$ cat src/rtl/display_lector.sv
// Purpose: observes a multiplexed 8-digit 7-segment display bus and recovers the shown hex digits.
// Latency: a pattern first seen in cycle N is captured, with outputs updated, in cycle N+ESTABLE.
// Backpressure: none; this is a passive monitor and it samples the display bus every cycle.
//
// Ports:
//   clk, reset       single clock; synchronous active-high reset
//   AN[7:0]          digit anodes, active-low; exactly one low bit selects the digit
//   Segmentos[7:0]   segments a..g on bits 7..1, dp on bit 0, all active-low
//   Digitos[31:0]    decoded nibble per digit, digit i at [4i+3:4i]
//   Validos[7:0]     per-digit flag: the nibble holds a valid decode
//   Nuevo / Error    one-cycle pulse per good / undecodable capture
//   Puntos[7:0]      decimal point per digit, present only when DP_CAPTURE_EN is defined
module display_lector #(
  parameter int ESTABLE = 4
) (
  input  logic        clk,
  input  logic        reset,
  input  logic [7:0]  AN,
  input  logic [7:0]  Segmentos,
  output logic [31:0] Digitos,
  output logic [7:0]  Validos,
  output logic        Nuevo,
  output logic        Error
`ifdef DP_CAPTURE_EN
  ,
  output logic [7:0]  Puntos
`endif
);

  localparam logic [1:0] IDLE      = 2'd0;
  localparam logic [1:0] ESPERA    = 2'd1;
  localparam logic [1:0] CAPTURADO = 2'd2;

  localparam logic [7:0] EST = 8'(ESTABLE);

  // Active-low segment patterns for 0..F. Only bits [7:1] are compared; dp is ignored.
  localparam logic [7:0] TABLA [0:15] = '{
    8'h03, 8'h9F, 8'h25, 8'h0D, 8'h99, 8'h49, 8'h41, 8'h1F,
    8'h01, 8'h19, 8'h11, 8'hC1, 8'h63, 8'h85, 8'h61, 8'h71
  };

  logic [1:0]  estado, est_nxt;
  logic [7:0]  cnt, cnt_nxt;
  logic [14:0] clave, clave_ant;
  logic [7:0]  anl;
  logic        califica;
  logic        captura;
  logic [2:0]  idx;
  logic        hit;
  logic [3:0]  nib;

  // Exactly one anode low: the inverted bus is a non-zero power of two.
  assign anl      = ~AN;
  assign califica = (anl != 8'd0) && ((anl & (anl - 8'd1)) == 8'd0);
  assign clave    = {AN, Segmentos[7:1]};

  always_comb begin
    idx = 3'd0;
    for (int i = 0; i < 8; i++) begin
      if (!AN[i]) idx = 3'(i);
    end
  end

  always_comb begin
    hit = 1'b0;
    nib = 4'd0;
    for (int i = 0; i < 16; i++) begin
      if (Segmentos[7:1] == TABLA[i][7:1]) begin
        hit = 1'b1;
        nib = 4'(i);
      end
    end
  end

  always_comb begin
    est_nxt = estado;
    cnt_nxt = cnt;
    captura = 1'b0;
    if (!califica) begin
      est_nxt = IDLE;
      cnt_nxt = 8'd0;
    end else begin
      case (estado)
        IDLE: begin
          est_nxt = ESPERA;
          cnt_nxt = 8'd1;
        end
        ESPERA: begin
          est_nxt = ESPERA;
          if (clave == clave_ant) cnt_nxt = (cnt == EST) ? cnt : cnt + 8'd1;
          else                    cnt_nxt = 8'd1;
        end
        CAPTURADO: begin
          if (clave != clave_ant) begin
            est_nxt = ESPERA;
            cnt_nxt = 8'd1;
          end
        end
        default: begin
          est_nxt = IDLE;
          cnt_nxt = 8'd0;
        end
      endcase
      // Capture happens on the same edge the count reaches ESTABLE, which also
      // covers ESTABLE=1 where the freshly loaded count already qualifies.
      if (est_nxt == ESPERA && cnt_nxt == EST) begin
        captura = 1'b1;
        est_nxt = CAPTURADO;
      end
    end
  end

  always_ff @(posedge clk) begin
    if (reset) begin
      estado    <= IDLE;
      cnt       <= 8'd0;
      clave_ant <= '0;
      Digitos   <= '0;
      Validos   <= '0;
      Nuevo     <= 1'b0;
      Error     <= 1'b0;
`ifdef DP_CAPTURE_EN
      Puntos    <= '0;
`endif
    end else begin
      estado    <= est_nxt;
      cnt       <= cnt_nxt;
      clave_ant <= clave;
      Nuevo     <= 1'b0;
      Error     <= 1'b0;
      if (captura) begin
        if (hit) begin
          Digitos[{idx, 2'b00} +: 4] <= nib;
          Validos[idx]               <= 1'b1;
          Nuevo                      <= 1'b1;
`ifdef DP_CAPTURE_EN
          Puntos[idx]                <= ~Segmentos[0];
`endif
        end else begin
          Validos[idx] <= 1'b0;
          Error        <= 1'b1;
        end
      end
    end
  end

endmodule

$ cat config.mk
export PLATFORM = sky130hd
export DESIGN_NAME = display_lector
export DESIGN_NICKNAME = d
export VERILOG_FILES = /design/src/rtl/display_lector.sv
export SDC_FILE = /design/constraint.sdc
export NUM_CORES = 1
export LEC_CHECK = 0
export ABC_AREA = 1
export CAP_MARGIN = 5
export CORE_AREA = 4 4 93 138
export DETAILED_ROUTE_END_ITERATION = 10
export DIE_AREA = 0 0 97 142
export MAX_ROUTING_LAYER = met4
export PLACE_DENSITY = 0.62
export SLEW_MARGIN = 20
export SYNTH_ARGS = -nofsm -noshare
export SYNTH_HDL_FRONTEND = slang
export SYNTH_SLANG_ARGS = --single-unit
$ cat constraint.sdc
create_clock -name clk -period 3.6 [get_ports clk]
set_clock_uncertainty 0.15 [all_clocks]
set_input_delay 0.72 -clock clk [delete_from_list [all_inputs] [get_ports clk]]
set_output_delay 0.72 -clock clk [all_outputs]
set_load 0.02 [all_outputs]
After elaboration in Yosys (flattened, before gate mapping). Index checks and enable logic that the tools add are counted.

Bits in registers: 67. Bits of input ports: 18. Output and inout bits: 42.

Add/subtract/negate cells: 3. Magnitude comparators: 2. Equal/unequal tests: 22. Shift operators: 2. Muxes and demuxes: 55. Bitwise operators: 7. Reductions and logical operators: 12.

Operators by type and width (number): $mux W4 (14); $mux W8 (5); $eq A7 B6 Y1 const B (5); $bwmux W32 (1); $shift A4 B7 Y32 const A (1); $shiftx A4 B7 Y32 (1); $eq A7 B7 Y1 const B (4); $pmux W8 S3 (1); $mux W1 (23); $eq A7 B4 Y1 const B (3); $mux W3 (6); $and A8 B8 Y8 (2); $eq A8 B3 Y1 const B (2); $not A8 Y8 (2); $eq A15 B15 Y1 (1); $ne A15 B15 Y1 (1); $add A8 B1 Y8 const B (1); $logic_not A8 Y1 (1); $or A8 B8 Y8 (1); $reduce_bool A8 Y1 (1); $sub A8 B1 Y8 const B (1); $eq A7 B1 Y1 const B (1); $eq A7 B3 Y1 const B (1); $eq A7 B5 Y1 const B (1); 15 further kinds (23).

Longest topological paths before layout.
Depth after elaboration: 18. Mapped depth: 19. Mapped depth without buffers: 16.

Least setup slack after synthesis. OpenSTA, ideal clock, no wires.

Path kind: input -> register. Start point: in AN[1]. End point: reg Digitos[4]. Setup time: 132 ps. Arrival time: 2659 ps. Setup slack: 659 ps. Stages on the path: 14. Path buffers: 1. Path through: inv_1 > a21oi_1 > o21ai_0 > nand2_1 > nand2_1 > clkinv_1 > ha_1 > ha_1 > clkbuf_1 > nand3_1 > inv_1 > nand4_1 > nand2_1 > a21oi_1.

Longest elaborated chain between the ends: 10. Elaborated cells between the ends (all ways): 32.

RTL lines: start, declared (line 18) `input logic [7:0] AN,`; $mux W1 (line 60) `if (!AN[i]) idx = 3'(i);`; $mux W3 (6 in series) (line 60); $neg A5 Y7 (line 133) `Digitos[{idx, 2'b00} +: 4] <= nib;`; $shiftx A4 B7 Y32 / $shift A4 B7 Y32 (equally long branches) (line 133); $bwmux W32 (line 133); end signal, assigned by index (line 133); end, declared (line 20) `output logic [31:0] Digitos,`.

Several ways; a longest one is shown, not always the timed one. The select of a mux whose other input is x is not followed. A chain may end at the register's enable or synchronous reset.

Worst setup path in the final report.
Start point: in AN[2]. End point: reg Digitos[19].

Longest elaborated chain between the ends: 9. Elaborated cells between the ends (all ways): 31.

RTL lines (line): $mux W3, or another cell as far along (5 in series) (60); $mux W3 / $logic_and A1 B1 Y1 (equally long branches) (60, 106); $neg A5 Y7 / $mux W1 (equally long branches) (133, 106); $shiftx A4 B7 Y32, or another cell as far along (133); $bwmux W32 / $reduce_and A2 Y1 (equally long branches).

Several ways; a longest one is shown, not always the timed one. The select of a mux whose other input is x is not followed.

==> metrics.yaml <==
clock_tree:
  cts_max_level: 3
  cts_root_buf: "clkbuf_16"
  cts_tree: "done"
  clk_latency_ps: 330
  postCtsSetupRepairBufs: 0
  cts_hold_buf: 0
  clk_pin_slew_ps: 60
  cts.repair.resized: 0
  clock_tree.buffer_depth: 2
  cts_made_buffers: 9
  clock_sinks: 67
routing:
  vias: 4127
  wl_per_cell_um: 12.90
  via_per_inst: 4.890
  drtIter0Drc: 185
  ant_nets: 0
  drcViolationCount: 0
  wl_mm: 10.89
  drt-pass1-iter-count: 5
synth:
  ys_types: 36
  ys_warn_count: 0
  synthArstFlopShare_pct: 0
  yosysTopAreaCell: "dfxtp_1"
  synthCells: 621
  synthTopCellsByCount: "nand2_1, nor2_1, inv_1, dfxtp_1, nand4_1"
  synth_flop_cell: "dfxtp_1"
  synth_top_area_share_pct: 33.57
  synth_edf_count: 0
  synthMostInstantiatedCell: "nand2_1"
  syn_area_mm2: 0.003995
  syn_nets: 646
  ys_ff_latch: 67
  synth.avg_cell_area_um2: 6.433
  yosys-top-cells-area: "dfxtp_1, nand2_1, nor2_1, inv_1, nand4_1"
  ys_seq_area_share_pct: 33.57
power_and_ir_drop:
  power.internal_w: 0.001286
  pwr-share-clk_pct: 46.3
  power_per_cell_area_mw_per_mm2: 340.4
  sw_frac_of_total_pct: 25.08
  p_leak_nw: 2.112
  comb_power_share_pct: 9.7
  seq_power_share_pct: 44.0
  p_switching_w: 0.0004306
  ir_worst_vdd_v: 0.0002300
worst_setup_path:
  required_ps: 3670
  cp_slowest_cell: "clkdlybuf4s50_1"
  path_max_fanout: 13
  rr_worst_depth: 13
  max_stage_delay_ps: 560
  cp-end-kind: "flip-flop"
  cp_cell_sequence: "clkdlybuf4s50_1 -> inv_1 -> nand2_1 -> nand2_1 -> nor2_1 -> nand2_1 -> nor2_4 -> nand3_1 -> nand2_1 -> nand3_2 -> nor2_2 -> nand3_2 -> nor3_4 -> nand3_1 -> nor2_1 -> nor2_1"
  cp.arrival_ps: 3340
  worstSetupPathType: "input pin to flip-flop"
  cp_common_cell: "nand2_1"
  startpoint_type: "input pin"
sta:
  setup_violations: 0
  fin_setup_tns_ps: 0
  fin_crit_sh_pct: 90.83
  rsz0062_at_grt: "false"
  hold_viol: 0
  fin_crit_ps: 3270
  finalMaxSlewViolations: 0
  setup_ws_ps: 330.3
  max_slew.worst_pin.slew_ps: 676.6
  max_freq_mhz: 305.8
  slew_headroom_pct: 54.59
cells_and_area:
  final_nets: 715
  fin_cells: 844
  fillCellCount: 1251
  drive_gt1_share_pct: 9.510
  antenna_cells: 0
  fin_area_mm2: 0.005044
  final_util_pct: 43.51
  syn_to_final_growth_pct: 26.24
die:
  chipHeight_um: 142
  die_x_um: 97
  num_rows: 48
  die_area_mm2: 0.01377
  ios: 60
  core_area_mm2: 0.01159
  start_util_pct: 34.47
worst_hold_path:
  min_path_cells: 2
  hold_class: "flip-flop to flip-flop"
placed_design:
  hpwlAfterDp_mm: 8.340
  port_buffers: 58
  dp.cells: 829
  routabilityCongestion: 0.8932
  dp_slack_ps: -31.89
  place_area_mm2: 0.004775
status:
  run_status: "finished clean"
global_route:
  grt_pass1_vias: 4077
  grt_max_degree: 50
  grt_usage_pct: 16.46
  grt_pass1_wl_mm: 18.38
  antenna_found_initial: 0
  overflow: 0
job:
  cap_violations: 0
## logic make-up after synthesis
| family | after synthesis | share of synthesized area [%] |
|---|---|---|
| fa+ha+maj | 7 | 2.192 |
| simple gates | 375 | 43.16 |
| compound gates | 61 | 7.923 |
| flops | 67 | 33.57 |
| buf+inv | 109 | 12.72 |
| xor+xnor | 2 | 0.4385 |
## cell usage in the layout (no fill, tap or decap)
cell	Yosys	final
inv_1	77	77
clkinvlp_4	0	2
clkbuf_8	2	1
nand4_2	3	3
inv_2	8	8
buf_4	2	19
nor3_4	1	2
nor2_1	97	97
a211oi_1	2	2
nand3b_2	1	1
clkinv_1	3	3
dfxtp_1	67	67
clkdlybuf4s50_1	0	58
nor3b_1	1	1
or2_2	1	1
nand2_2	5	5
nand2_1	145	145
and2_1	1	1
nor2_2	4	4
nand3_2	3	3
a31oi_1	3	3
o21ai_0	10	10
o22ai_1	2	2
clkbuf_16	0	9
xnor2_1	1	1
a21oi_1	40	40
o21ai_1	4	4
nor2_4	3	3
xor2_1	1	1
clkinv_2	0	3
nand3_1	38	38
ha_1	7	7
buf_12	3	2
nand4_1	44	44
nor3_1	27	27
## power by group through the flow
stage	Combinational, W	Sequential, W	Clock [W]
6_report	0.000166	0.000755	0.000796
3_5_place_dp	0.000165	0.000771	0
4_1_cts	0.000166	0.000755	0.000814
2_1_floorplan	0.000106	0.000770	0
5_1_grt	0.000186	0.000756	0.000849
3_3_place_gp	0.000163	0.000771	0
## cell type report
type | instances | area, um2 | share of cell area [%]
Sequential cell | 67 | 1341 | 26.59
Multi-Input combinational cell | 445 | 2152 | 42.67
Tap cell | 150 | 187.7 | 3.721
Clock buffer | 10 | 239.0 | 4.738
Inverter | 88 | 330.3 | 6.549
Timing Repair Buffer | 79 | 763.2 | 15.13
Clock inverter | 5 | 30.03 | 0.5954
## through the flow
step / hold WS [ps] / power, W
after floorplan: 367.2 / 0.0008767
after global placement: 311.4 / 0.0009338
after detailed placement: 306.8 / 0.0009362
after CTS: 315.6 / 0.001735
after global routing: 332.4 / 0.001791
final: 315.5 / 0.001717
## worst max-delay path: cells and delay by family
| kind | cells | cell delay, ps |
|---|---|---|
| simple gates | 14 | 1960 |
| buf+inv | 2 | 640 |
## routing by layer
| layer | vias to the layer above | GRT usage, % | routed length (um) | part of all wire, % |
|---|---|---|---|---|
| met5 | - | - | 0 | 0 |
| met4 | 0 | 6.879 | 280 | 2.6 |
| met3 | 24 | 2.599 | 331 | 3.0 |
| met2 | 85 | 29.04 | 5473 | 50 |
| met1 | 1868 | 18.47 | 4804 | 44 |
| li1 | 2150 | - | - | - |
## worst paths after layout
| path | from | end | slack (ps) |
|---|---|---|---|
| worst min register to register | Digitos[9] | Digitos[9] | 320 |
| worst min-delay path | Digitos[9] | Digitos[9] | 320 |
| worst max-delay path | AN[2] | Digitos[19] | 330 |
| worst max register to register | cnt[0] | Digitos[19] | 820 |
Note: power is estimated with default switching activity, not from simulation.
